==> src/rtl/snitch_ro_cache_ctrl.sv <==
// Read-only cache enable/flush sequencer: drains cache-path reads before mode changes.
// Optional perf counters via SNITCH_RO_CACHE_CTRL_PERF_EN.
module snitch_ro_cache_ctrl #(
  parameter int unsigned MaxTrans = 4,
  parameter int unsigned CntWidth = $clog2(MaxTrans + 1)
) (
  input  logic                clk_i,
  input  logic                rst_i,
  input  logic                cfg_enable_i,
  input  logic                flush_valid_i,
  output logic                flush_ready_o,
  input  logic                ar_valid_i,
  input  logic                ar_ready_i,
  input  logic                ar_cache_i,
  input  logic                r_valid_i,
  input  logic                r_ready_i,
  input  logic                r_last_i,
  output logic                ar_hold_o,
  output logic                cache_enable_o,
  output logic                cache_flush_valid_o,
  input  logic                cache_flush_ready_i,
  output logic [CntWidth-1:0] outstanding_o,
  output logic                busy_o
`ifdef SNITCH_RO_CACHE_CTRL_PERF_EN
  ,
  output logic [31:0]         perf_flush_cnt_o,
  output logic [31:0]         perf_stall_cnt_o
`endif
);

  typedef enum logic [1:0] {
    RUN,
    DRAIN,
    FLUSH,
    UPDATE
  } state_e;

  localparam logic [CntWidth-1:0] CntMax = CntWidth'(MaxTrans);

  state_e              state_q, state_d;
  logic                enable_q, enable_d;
  logic                do_flush_q, do_flush_d;
  logic                ack_q;
  logic [CntWidth-1:0] cnt_q;

  logic ar_hs, r_last_hs, ar_idle, flush_done;

  assign ar_hs      = ar_valid_i & ar_ready_i & ar_cache_i;
  assign r_last_hs  = r_valid_i & r_ready_i & r_last_i;
  assign ar_idle    = !ar_valid_i | ar_ready_i;
  assign flush_done = (state_q == FLUSH) & cache_flush_ready_i;

  always_comb begin
    state_d    = state_q;
    enable_d   = enable_q;
    do_flush_d = do_flush_q;
    unique case (state_q)
      RUN: begin
        if ((flush_valid_i | (cfg_enable_i != enable_q)) & ar_idle) begin
          state_d = DRAIN;
          if (flush_valid_i) do_flush_d = 1'b1;
        end
      end
      DRAIN: begin
        // A final beat retiring this cycle still counts as in flight.
        if ((cnt_q == '0) && !r_last_hs)
          state_d = do_flush_q ? FLUSH : UPDATE;
      end
      FLUSH: begin
        if (cache_flush_ready_i) begin
          state_d    = UPDATE;
          do_flush_d = 1'b0;
        end
      end
      UPDATE: begin
        enable_d = cfg_enable_i;
        state_d  = RUN;
      end
      default: state_d = RUN;
    endcase
  end

  always_ff @(posedge clk_i or posedge rst_i) begin
    if (rst_i) begin
      state_q    <= RUN;
      enable_q   <= 1'b0;
      do_flush_q <= 1'b0;
      ack_q      <= 1'b0;
    end else begin
      state_q    <= state_d;
      enable_q   <= enable_d;
      do_flush_q <= do_flush_d;
      ack_q      <= flush_done;
    end
  end

  always_ff @(posedge clk_i or posedge rst_i) begin
    if (rst_i) begin
      cnt_q <= '0;
    end else if (ar_hs && !r_last_hs && cnt_q != CntMax) begin
      cnt_q <= cnt_q + 1'b1;
    end else if (r_last_hs && !ar_hs && cnt_q != '0) begin
      cnt_q <= cnt_q - 1'b1;
    end
  end

  assert property (@(posedge clk_i) disable iff (rst_i)
    !(ar_hs && !r_last_hs && cnt_q == CntMax));
  assert property (@(posedge clk_i) disable iff (rst_i)
    !(r_last_hs && !ar_hs && cnt_q == '0));

  assign ar_hold_o           = (state_q != RUN);
  assign busy_o              = (state_q != RUN);
  assign cache_enable_o      = enable_q;
  assign cache_flush_valid_o = (state_q == FLUSH);
  assign flush_ready_o       = ack_q;
  assign outstanding_o       = cnt_q;

`ifdef SNITCH_RO_CACHE_CTRL_PERF_EN
  logic [31:0] perf_flush_q, perf_stall_q;

  always_ff @(posedge clk_i or posedge rst_i) begin
    if (rst_i) begin
      perf_flush_q <= '0;
      perf_stall_q <= '0;
    end else begin
      if (flush_done) perf_flush_q <= perf_flush_q + 32'd1;
      if (ar_hold_o & ar_valid_i) perf_stall_q <= perf_stall_q + 32'd1;
    end
  end

  assign perf_flush_cnt_o = perf_flush_q;
  assign perf_stall_cnt_o = perf_stall_q;
`endif

endmodule
==> config.mk <==
export PLATFORM = sky130hd
export DESIGN_NAME = snitch_ro_cache_ctrl
export DESIGN_NICKNAME = d
export VERILOG_FILES = /design/src/rtl/snitch_ro_cache_ctrl.sv
export SDC_FILE = /design/constraint.sdc
export NUM_CORES = 1
export LEC_CHECK = 0
export BUFFER_PORTS_ARGS = -buffer_cell sky130_fd_sc_hd__buf_4
export CORE_MARGIN = 3
export CORE_UTILIZATION = 40
export DETAILED_ROUTE_END_ITERATION = 10
export GPL_TIMING_DRIVEN = 1
export PLACE_DENSITY_LB_ADDON = 0.3
export SETUP_SLACK_MARGIN = 0.2
export SYNTH_ARGS = -nofsm -noshare
export SYNTH_HDL_FRONTEND = slang
export SYNTH_SLANG_ARGS = --single-unit
==> constraint.sdc <==
create_clock -name clk_i -period 1.6 [get_ports clk_i]
set_input_delay 0.16 -clock clk_i [delete_from_list [all_inputs] [get_ports clk_i]]
set_output_delay 0.16 -clock clk_i [all_outputs]
set_load 0.02 [all_outputs]
==> summary.md <==
| Metric | Value |
|---|---|
| Commonest non-fill, non-tap cells in the layout | buf_4 (26), dfrtp_1 (5), nor2_1 (4), o21ai_0 (4), buf_6 (4) |
| Critical Path Source Type | flop |
| IO Pins | 19 |
| Mux cell area share after synthesis | 0.06636 |
| Die area | 0.001846 mm² |
| Antenna-violating nets left | 0 |
| Netlist cell types | 30 |
| GRT met2 Usage | 0.3174 |
| GRT busiest layer | met2 |
| LEAKAGE | 0.4118 nW |
| Clk sink count | 8 |
| Max Cap Viol | 0 |
| Hpwl dp | 1034 µm |
| Run status | finished, final reports clean |
| Vias in the first global route | 577 |
| Post-Syn Nets | 73 |
| Register area share after synthesis | 0.3661 |
| Row cnt | 12 |
| Clk_lat worst skew | 0.26 ns |
| Synth-to-layout area growth | 67.51% |
| Synth warn | 0 |
| DR iter-0 viols | 23 |
| Setup tns final | 0 ns |
| IO Port Bufs | 18 |
| Global-route met1 utilization | 0.1995 |
| P per Cell Area | 2063 mW/mm² |
| WL final | 1501 µm |
| Crit share post-route | 0.9370 |
| Core area | 0.001186 mm² |
| Final #Nets | 107 |
| Setup crit end kind | flop |
| Via/cell ratio | 5.327 |
| Final hold violation count | 0 |
| Largest family of logic cells by synthesized area | compound AO/OA/AOI/OAI gates |
| Clock Skews | 0.01211 ns |
| M3 GR Usage | 0.07627 |
| Hold crit path type | in -> reg |
| Worst path slowest cell | dfrtp_2 |
| Root Driver | clkbuf_4 |
| Worst slew pin tran | 0.3139 ns |
| GR Util All Layers | 0.1814 |
| Setup-failing EPs final | 0 |
| Critical-path cell list | inv_4, ha_4, inv_6, nor3_2, a211o_1, mux2_4 |
| Residual DRC | 0 |
| Commonest non-fill, non-tap cell in the layout | buf_4 |
| Final min period | 1.499 ns |
| Power consumption | 0.001890 W |
| Slew margin rel. | 0.7905 |
| First-pass GRT wire length | 2497 µm |
| Post-Layout Inst Area | 915.9 µm² |
| Initial antenna violation count | 0 |
| Initial core utilization | 0.4610 |
| Clock slew at reported path FFs | 0.06 ns |
| Max FO, Critical Path | 4 |
| Proportion of layout cells with a drive suffix above 1 | 0.6000 |
| Synthesized flop and latch total | 8 |
| Xor/xnor cell area share of the yosys netlist | 0.06407 |
| Max Fclk | 0.6671 GHz |
| Simple-Gate Fraction of Synth Area | 0.1442 |
| CTS HTree Levels | 1 |
| CP required | 1.74 ns |
| Peak supply drop | 1.219 mV |
| DP Area | 767.0 µm² |
| Crit Path Category | reg -> reg |
| Inserted Clock Buffers | 3 |
| Number of buffers and inverters on the critical path | 2 |
| Avg WL per Cell | 14.43 µm |
| Die width | 42.97 µm |
| Ant diodes | 0 |
| CP arrival | 1.63 ns |
| GP Congestion | 0.8147 |
| Gate Count Post-Synth | 57 |
| Adder-cell share of the synthesized area | 0.1281 |
| Largest stage delay on the critical path | 0.43 ns |
| Detailed-route via count | 554 |
| Mapped cell area | 546.8 µm² |
| Pins Over Slew Limit | 0 |
| Die height | 42.97 µm |
| Pin count of the biggest net entering global routing | 9 |
| RSZ-0062 raised after global routing | yes |
| Post-Layout Cell Count | 104 |
| Crit path max-delay family | flip-flops |
| Max clock buf depth | 2 |
| DR pass1 iterations | 4 |
| CTS tree | yes |
| Complex-gate fraction of the synthesized area | 0.1670 |
| Inst Count DP | 93 |
| Total grt overflow | 0 |
| Syn_area_per_cell | 9.593 µm² |
-- path summary, 6_finish.rpt --
path	startpoint	end	slack (ns)	depth (start not counted)
setup reg to reg	state_q[1]	state_q[1]	0.10	6
max in group asynchronous	rst_i	state_q[1]	0.93	3
setup / recovery	state_q[1]	state_q[1]	0.10	6
hold / removal	cache_flush_ready_i	flush_ready_o	0.14	3
min in group asynchronous	rst_i	do_flush_q	0.40	3
hold reg to reg	cache_enable_o	cache_enable_o	0.57	1
-- power by group --
group          leakage, nW  internal, W  switching [W]
Combinational        0.305     0.000680       0.000632
Sequential          0.0914     0.000307       0.000100
Clock               0.0150    0.0000958      0.0000754
-- cell type report --
type | instances | area (µm²)
tap | 14 | 17.52
fill | 80 | 270.3
sequential | 8 | 203.9
timing repair buffer | 31 | 250.2
multi-input combinational | 41 | 387.9
clock buffer | 4 | 26.28
inverter | 6 | 30.03
-- through the flow --
| stage | setup slack, ns | hold slack, ns | util |
|---|---|---|---|
| global placement | 0.07544 | 0.1311 | 0.6466 |
| floorplan | 0.08420 | -0.02448 | - |
| global route | 0.02405 | 0.1502 | 0.7722 |
| detailed placement | 0.04539 | 0.1299 | 0.6466 |
| CTS | 0.1209 | 0.1384 | 0.7373 |
| finish | 0.1009 | 0.1362 | 0.7722 |
-- worst reg2reg max path: cells and delay by family (launching register included) --
family          cells  cell delay (ns)
compound gates      1             0.31
fa+ha+maj           1             0.18
buf+inv             2             0.12
flops               1             0.43
mux                 1             0.31
simple gates        1             0.04
-- metal layers --
metal | vias to the layer above | routed length, µm | part of all wire
li1 | 268 | - | -
met1 | 268 | 602 | 0.40
met2 | 16 | 802 | 0.53
met3 | 2 | 91 | 0.061
met4 | 0 | 4 | 0.0027
met5 | - | 0 | 0
-- cell usage after synthesis, drive strengths merged --
cell type	n	area [µm²]
dfrtp	8	200.2
inv	6	22.52
nor2	5	21.27
ha	4	50.05
o21ai	4	20.02
nand2	3	11.26
xor2	3	26.28
a21oi	2	10.01
buf	2	12.51
mux2	2	26.27
nand3	2	15.01
o22ai	2	12.51
a211o	1	8.760
a311oi	1	8.760
a31oi	1	6.260
and3	1	6.260
fa	1	20.02
mux2i	1	10.01
nand2b	1	6.260
nand3b	1	7.510
nor3	1	5.000
nor4	1	6.260
o2111ai	1	8.760
o31ai	1	7.510
o32ai	1	8.760
xnor2	1	8.760
-- flip-flops by register name, indices dropped and copies added, names as in the netlist --
register	count
flush_ready_o	1
cache_enable_o	1
state_q	2
outstanding_o	3
do_flush_q	1
-- cells by family (layout without fill, tap and decap cells) --
family,Yosys count,in the layout
compound gates,14,14
xor+xnor,4,4
fa+ha+maj,5,5
buf+inv,8,41
flops,8,8
mux,3,3
simple gates,15,15
-- what timing repair did --
item,4_1_cts,5_1_grt
gates resized for setup,8,7
hold endpoints to repair,8,0
buffers inserted,4,2
hold buffers,1,0
pin swaps,7,1
setup endpoints to repair,4,6
(Power assumes the default switching activity.)
